--- src/rtl/delay_drain_fifo.sv ---
// delay_drain_fifo: show-ahead FIFO draining a delay line, with afull throttle and sticky overflow flag.
module delay_drain_fifo #(
  parameter int WIDTH = 1,
  parameter int DEPTH = 4,
  parameter int AFULL_MARGIN = 2
) (
  input  logic                     clk,
  input  logic                     rst,
  input  logic                     in_valid,
  input  logic [WIDTH-1:0]         in_data,
  output logic                     afull,
  output logic                     out_valid,
  input  logic                     out_ready,
  output logic [WIDTH-1:0]         out_data,
  output logic [$clog2(DEPTH):0]   usedw,
  output logic                     ovf,
  input  logic                     ovf_clr
);
  localparam int AW = $clog2(DEPTH);
  localparam int CW = AW + 1;
  logic [WIDTH-1:0] mem_q [DEPTH];
  logic [AW-1:0] wr_q, rd_q, wr_d, rd_d;
  logic [CW-1:0] cnt_q, cnt_d;
  logic ovf_q, ovf_d, full, push, pop;
  always_comb begin
    full  = cnt_q == CW'(DEPTH);
    pop   = (cnt_q != '0) && out_ready;
    push  = in_valid && (!full || pop);
    wr_d  = push ? wr_q + AW'(1) : wr_q;
    rd_d  = pop ? rd_q + AW'(1) : rd_q;
    cnt_d = (push && !pop) ? cnt_q + CW'(1) : (pop && !push) ? cnt_q - CW'(1) : cnt_q;
    // a fresh overflow outranks a coincident clear
    ovf_d = (in_valid && full && !pop) || (ovf_q && !ovf_clr);
  end
  always_ff @(posedge clk or posedge rst) begin
    if (rst) begin
      wr_q  <= '0;
      rd_q  <= '0;
      cnt_q <= '0;
      ovf_q <= 1'b0;
    end else begin
      wr_q  <= wr_d;
      rd_q  <= rd_d;
      cnt_q <= cnt_d;
      ovf_q <= ovf_d;
    end
  end
  always_ff @(posedge clk) begin
    if (push) mem_q[wr_q] <= in_data;
  end
  assign usedw     = cnt_q;
  assign out_valid = cnt_q != '0;
  assign out_data  = mem_q[rd_q];
  assign afull     = cnt_q >= CW'(DEPTH - AFULL_MARGIN);
  assign ovf       = ovf_q;
endmodule

--- config.mk ---
export PLATFORM = sky130hd
export DESIGN_NAME = delay_drain_fifo
export DESIGN_NICKNAME = d
export VERILOG_FILES = /design/src/rtl/delay_drain_fifo.sv
export SDC_FILE = /design/constraint.sdc
export NUM_CORES = 1
export LEC_CHECK = 0
export BUFFER_PORTS_ARGS = -buffer_cell sky130_fd_sc_hd__buf_2
export CORE_MARGIN = 2
export CORE_UTILIZATION = 33
export DETAILED_ROUTE_END_ITERATION = 10
export SYNTH_ARGS = -nofsm -noshare
export SYNTH_HDL_FRONTEND = slang
export SYNTH_SLANG_ARGS = --single-unit
--- constraint.sdc ---
create_clock -name clk -period 6.3 [get_ports clk]
set_clock_uncertainty 0.2 [all_clocks]
set_input_delay 0.315 -clock clk [delete_from_list [all_inputs] [get_ports clk]]
set_output_delay 0.315 -clock clk [all_outputs]
set_load 0.005 [all_outputs]
==> metrics, run 1 <==
status=completed; cells along the critical path=or3_2 -> nand2_1 -> ha_1 -> inv_1 -> fa_1 -> xor2_1 -> nor2_1 -> xor2_1; vias in the first global route=roughly 330; post-route ant nets=0; final period utilization=~38%; grt total ovfl=0; Final WS setup=between 3 and 4 ns; Starting Density=a little over a third; post-synth cell types=20; Compound-Gate Fraction of Synth Area=less than 1%; GRT Resource Usage Total=under 10%; RR Startpoint=usedw[0]; Post-Place Setup Slack=3.89 ns; syn avg cell area=between 10 and 15 sq um; Site Rows=15; via count=approximately 350; Hold Path Class=input port to flop; root buffer cell=clkbuf_4; P&R area growth vs syn=18.5%; Die W=47.7 um; Synth Area in Simple Gates=~14%; IR drop worst, VDD=between 100 and 150 uV; clock insertion delay at the later pin of the skew report=~0.27 ns; Leak=between 0.3 and 0.4 nW; H-tree depth=1; CP Data Arrival Time=2.41 ns; cell mode on critical path=xor2_1; type of the worst setup path=flop to flop; cell area after placement=about 710 sq um; worst-margin pin slew=approximately 0.5 ns; register area share after synthesis=roughly half; max_slew headroom=between 60% and 70%; CTS Sinks=12; Vias/cell=slightly above 4; first-pass GRT wire length=between 1000 and 1500 um; CP Capture Type=flop; Synth Area in Adders=approximately an eighth; #FFs+latches synth=12; CTS tree=yes; Setup Viol. Count Final=0; multiplexer share of the synthesized area=7.75%; hold path start=ovf_clr; TNS Setup=0 ns; Yosys warning total=0; CP Launch Type=flop; final hold violations=0; post-detail-place hpwl=just under 700 um; initial antenna violation count=0; Die Y-Extent=approximately 48 um; IO Count=13; syn_nets=58; max-capacitance violation count=0; Slew Limit Fails=0; Max FO, Critical Path=5; ANT cells=0; pwr/cell area=between 400 and 500 nW/um^2; DRC=0; WP data required=roughly 6.3 ns; CTS Buffer Depth=2; WL/cell=9.97 um; RSZ-0062 raised after global routing=false; port bufs=12; initial DRC count=1; main combinational cell family by area after synthesis=simple AND/OR/NAND/NOR gates; clk slew on worst S/H paths=~0.070 ns; post-route cell area=roughly 750 sq um; Final Routed Wirelength=between 800 and 900 um; Num CTS Buffers=3; synthesized cell area=around 630 sq um; layout cells sized above 1=between 40% and 50%; Post-Synthesis Cells=46; XOR/XNOR Fraction of Synth Area=under 10%; Final min period=roughly 2.4 ns; GP Congestion=0.684; Core ar.=about 1800 sq um; largest net degree at the start of global routing=9; Critical-path top delay cell=or3_2; drt pass-1 iters=2; Worst path max stage delay=a little over 0.5 ns; max frequency=between 0.4 and 0.5 GHz; nets=75; Die Area=~2300 sq um; crit path from=usedw[0]
==> through the flow <==
step | std cells | util [%] | power, mW | hold WS, ns
5_1_grt | 87 | 42.3 | 0.352 | 0.0216
4_1_cts | 87 | 42.3 | 0.328 | 0.0163
3_3_place_gp | 82 | 40.2 | 0.276 | 0.0854
6_report | 87 | 42.3 | 0.322 | 0.0192
2_1_floorplan | 46 | - | 0.240 | -0.0693
3_5_place_dp | 82 | 40.2 | 0.279 | 0.0911
==> cells in the final DEF, fill, tap and decap left out <==
cell and count:
buf_2 12, dfrtp_1 8, inv_1 5, ha_1 5
xnor2_1 4, and2_2 4, edfxtp_1 4, clkbuf_4 3
xor2_1 2, nand2_1 2, nor2_1 1, or3_2 1
nand3_1 1, nor4b_4 1, nor2b_1 1, mux2_4 1
mux4_2 1, o21ai_0 1, or2_2 1, mux2_2 1
fa_1 1, clkinv_1 1, dlygate4sd3_1 1
==> worst max-delay path: cells and delay by family, from the launching register on <==
kind | cells | cell delay, ns
buffers and inverters | 1 | 0.06
XOR/XNOR | 2 | 0.30
adder cells (fa/ha/maj) | 2 | 0.57
AND/OR/NAND/NOR | 3 | 0.74
flip-flops | 1 | 0.47
==> report_power, final <==
part / internal (mW) / switching, mW
Combinational: 0.0778 / 0.0506
Clock: 0.0229 / 0.0253
Sequential: 0.112 / 0.0330
==> repair_timing <==
action | CTS | global route
resized for setup | 0 | 0
buffers inserted | 0 | 0
hold endpoints to repair | 8 | 0
hold buffers | 1 | 0
==> state kept, by name, summed over array words and instances, names as in the netlist <==
signal  flops
mem_q       4
usedw       3
rd_q        2
wr_q        2
ovf         1
==> kinds of logic after synthesis <==
group           after synthesis
simple gates                 12
buf+inv                       6
fa+ha+maj                     6
xor+xnor                      6
flops                        12
mux                           3
compound gates                1
==> path summary, 6_finish.rpt <==
check,to,depth (start not counted),slack [ns]
max,usedw[2],8,3.88
min,ovf,2,0.02
max reg2reg,usedw[2],8,3.88
min reg2reg,rd_q[1],1,0.29
max in group asynchronous,usedw[0],3,5.33
min in group asynchronous,wr_q[0],3,0.33
==> Yosys cell counts <==
cell | number | area [sq um]
nor2_1 | 1 | 3.75
and2_2 | 4 | 30.0
inv_1 | 5 | 18.8
nor4b_4 | 1 | 23.8
edfxtp_1 | 4 | 120
o21ai_0 | 1 | 5.00
dfrtp_1 | 8 | 200
fa_1 | 1 | 20.0
nor2b_1 | 1 | 6.26
or2_2 | 1 | 6.26
xnor2_1 | 4 | 35.0
mux2_4 | 1 | 15.0
nand3_1 | 1 | 5.00
nand2_1 | 2 | 7.51
mux4_2 | 1 | 22.5
buf_6 | 1 | 11.3
ha_1 | 5 | 62.6
or3_2 | 1 | 7.51
xor2_1 | 2 | 17.5
mux2_2 | 1 | 11.3
==> cell type report <==
type / instances / area (sq um)
fill: 188 / 1020
inverter: 5 / 18.8
sequential: 12 / 320
clock buffer: 3 / 22.5
clock inverter: 1 / 3.75
tap: 25 / 31.3
multi-input combinational: 28 / 279
timing repair buffer: 13 / 70.1
==> per-layer routing <==
layer  global-route usage [%]  share of wire (%)  vias to the layer above
li1                         -                  -                      180
met1                     11.9                 51                      159
met2                     13.8                 42                       12
met3                     2.26                5.1                        2
met4                     4.86                2.2                        0
met5                        0                  0                        -
Note: power is estimated with default switching activity, not from simulation.
==> inputs of run 2 (changes only) <==
Settings changed: ABC_AREA from default to 1.
Clock period 6.3 ns to 2.43 ns, I/O delays scaled along.
==> run 2 against run 1 <==
Combinational power rose to 3.2 times the previous value. Sequential cell count unchanged. Global-route usage up 2.5 points. Hold slack better by 0.11 ns. Worst setup slack worse by 3.5 ns. First-iteration DRC count rose to 7.0 times the previous value. Cell area up 16%. Power rose to 2.8 times the previous value. Synthesized cell count up 72%. Synthesized area up 8.3%. Critical path type is now input port to flop.
==> metrics, run 2 <==
syn avg cell area=8.63 sq um (was 13.7 sq um); ys flop type=dfrtp_1 (unchanged); H-tree depth=1 (unchanged); Gate power share=46.0% (was 39.9%); Final Routed Wirelength=1170 um (was 867 um); CTS Sinks=12 (unchanged); CP Data Arrival Time=1.99 ns (was 2.41 ns); Post-synth EDFFs=4 (unchanged); GP Congestion=0.730 (was 0.684); first-pass GRT wire length=2170 um (was 1390 um); post-route ant nets=0 (unchanged); TNS Setup=0 ns (unchanged); port bufs=12 (unchanged); area leader, netlist=dfrtp_1 (unchanged); Hold Path Class=input port to asynchronous set/reset pin (was input port to flop); largest net degree at the start of global routing=9 (unchanged); clock insertion delay at the later pin of the skew report=0.27 ns (about the same); commonest non-fill, non-tap cell in the layout=nand2_1 (was buf_2); grt peak-use layer=met2 (unchanged); synthesized cell area=682 sq um (was 629 sq um); layout cells sized above 1=22.8% (was 40.3%); Final WS setup=0.400 ns (was 3.88 ns); Site Rows=16 (was 15); Max FO, Critical Path=7 (was 5); Die W=49.5 um (was 47.7 um); max_slew headroom=78.9% (was 67.0%); CP Capture Type=flop (unchanged); Vias/cell=4.27 (was 4.06); count leader, synth=nand2_1 (was dfrtp_1); vias in the first global route=539 (was 326); type of the worst setup path=input port to flop (was flop to flop); met3 usage=4.55% (was 2.26%); top cell type's share of synthesized area=29.4% (was 31.8%); pwr/cell area=1040 nW/um^2 (was 432 nW/um^2); syn_nets=91 (was 58); initial antenna violation count=0 (unchanged); Final min period=2.03 ns; Switching Power=0.373 mW (was 0.109 mW); WP data required=2.39 ns (was 6.29 ns); GR Layer Usage met1=13.8% (was 11.9%); met2 Track Usage GR=18.9% (was 13.8%); Int Pwr=0.527 mW (was 0.213 mW); WL/cell=9.17 um (was 9.97 um); drt pass-1 iters=4 (was 2); Yosys warning total=0 (unchanged); Reg with most FFs=mem_q (unchanged); most frequent cells in the layout=nand2_1 (19), inv_1 (16), buf_2 (12) (was buf_2 (12), dfrtp_1 (8), inv_1 (5), ha_1 (5)); final period utilization=between 80% and 90%; asr flop ratio synth=66.7% (unchanged); root buffer cell=clkbuf_4 (unchanged); post-synth cell types=17 (was 20); CTS Buffer Depth=2 (unchanged); Starting Density=34.8% (was 35.7%); grt total ovfl=0 (unchanged); sw frac=41.4% (was 33.8%); crit path from=out_ready (was usedw[0]); Worst R2R Path Depth=9 (was 8); Setup Viol. Count Final=0 (unchanged); Layout fillers=212 (was 188); final hold violations=0 (unchanged); clk slew on worst S/H paths=0.08 ns (was 0.07 ns); XOR/XNOR Fraction of Synth Area=1.28% (was 8.35%); status=completed (unchanged); Clk pwr share=13.7% (was 15.0%); multiplexer share of the synthesized area=0% (was 7.75%); RR Startpoint=usedw[1] (was usedw[0]); max reg flops=4 (unchanged); Core ar.=1960 sq um (was 1760 sq um); Die Area=2450 sq um (was 2270 sq um); CTS tree=yes (unchanged); Die Y-Extent=49.5 um (was 47.7 um); Sequential Power Share=40.3% (was 45.2%); Synth Area in Adders=12.1% (was 13.1%); nets=114 (was 75); Synth Area in Simple Gates=27.0% (was 14.3%); #FFs+latches synth=12 (unchanged); post-detail-place hpwl=908 um (was 695 um); worst-margin pin slew=0.317 ns (was 0.494 ns); IR drop worst, VDD=504 uV (was 148 uV); IO Count=13 (unchanged); max-capacitance violation count=0 (unchanged); setup repair bufs after CTS=0 (unchanged); Slew Limit Fails=0 (unchanged); RSZ-0062 raised after global routing=false (unchanged); max frequency=between 0.4 and 0.5 GHz; register area share after synthesis=47.0% (was 50.9%); GRT Resource Usage Total=11.6% (was 9.08%); DRC=0 (unchanged); main combinational cell family by area after synthesis=simple AND/OR/NAND/NOR gates (unchanged); Num CTS Buffers=3 (unchanged); Post-Place Setup Slack=0.438 ns (was 3.89 ns); Post-Synthesis Cells=79 (was 46); Post-synth top cells=nand2_1 (19), inv_1 (16), dfrtp_1 (8), nand3_1 (6), nor2_1 (6) (was dfrtp_1 (8), ha_1 (5), inv_1 (5)); top cells by area, synth=dfrtp_1 (29%), edfxtp_1 (18%), nand2_1 (10%) (was dfrtp_1 (32%), edfxtp_1 (19%), ha_1 (9.9%)); Compound-Gate Fraction of Synth Area=3.30% (was 0.795%); via count=546 (was 353); ANT cells=0 (unchanged); CP Launch Type=input port (was flop); initial DRC count=7 (was 1); Leak=0.445 nW (was 0.339 nW); P&R area growth vs syn=26.4% (was 18.5%)
-- run 2: changes by cell type in the layout (fill, tap and decap cells not counted), sizes merged, moves of 2 or more --
cell         previous run  this run
and2                    4         0
xnor2                   4         1
nor2                    1         9
inv                     5        17
dlygate4sd3             1         6
nand2                   2        23
xor2                    2         0
o21ai                   1         3
nand3                   1         6
mux2                    2         0
-- run 2: cells by family after synthesis --
group           count (synthesis)
fa+ha+maj                       6
buf+inv                        17
flops                          12
simple gates                   39
compound gates                  4
xor+xnor                        1
-- run 2: critical path: stages --
cell and delay (ns):
dlygate4sd3_1 0.54, buf_2 0.15, nor2_2 0.12, nand2_2 0.10, nand2_4 0.09, inv_1 0.05, ha_1 0.20, inv_1 0.08
fa_1 0.40, nand2_1 0.07, o21ai_0 0.06
-- run 2: metal layers --
| metal | vias up | wire [um] |
|---|---|---|
| met5 | - | 0 |
| met4 | 0 | 13 |
| met3 | 2 | 57 |
| met2 | 12 | 528 |
| met1 | 247 | 575 |
| li1 | 285 | - |
-- run 2: final timing paths --
| path | endpoint | slack (ns) |
|---|---|---|
| setup reg to reg | usedw[1] | 0.44 |
| hold / removal | rd_q[0] | 0.13 |
| setup / recovery | usedw[1] | 0.40 |
| hold reg to reg | usedw[2] | 0.32 |
| max in group asynchronous | usedw[0] | 1.66 |
| min in group clk | usedw[2] | 0.32 |
-- run 2: what timing repair did --
action / CTS / global route
hold endpoints to repair: 17 / 0
endpoints found under the setup margin: 0 / 0
resized for setup: 0 / 0
hold buffers: 6 / 0
-- run 2: power by group through the flow --
stage	logic, mW	clock network, mW	registers (mW)
6_report	0.413	0.123	0.363
5_1_grt	0.502	0.138	0.377
2_1_floorplan	0.289	0	0.360
4_1_cts	0.422	0.131	0.365
3_3_place_gp	0.399	0	0.366
3_5_place_dp	0.410	0	0.368
-- run 2: cell type report --
class	count	area [sq um]	area share [%]
tap	27	33.8	3.92
clock buffer	3	22.5	2.61
multi-input combinational	50	298	34.5
sequential	12	320	37.2
inverter	17	63.8	7.40
clock inverter	1	3.75	0.435
timing repair buffer	18	120	13.9
-- run 2: per-stage QoR --
step	utilization (%)	cell area, sq um	cells	power [mW]	hold slack, ns
6_report	43.9	862	128	0.899	0.126
3_3_place_gp	39.5	776	118	0.765	-0.116
5_1_grt	43.9	862	128	1.02	0.139
4_1_cts	43.9	862	128	0.918	0.128
3_5_place_dp	39.5	776	118	0.778	-0.113
2_1_floorplan	-	682	79	0.649	-0.263
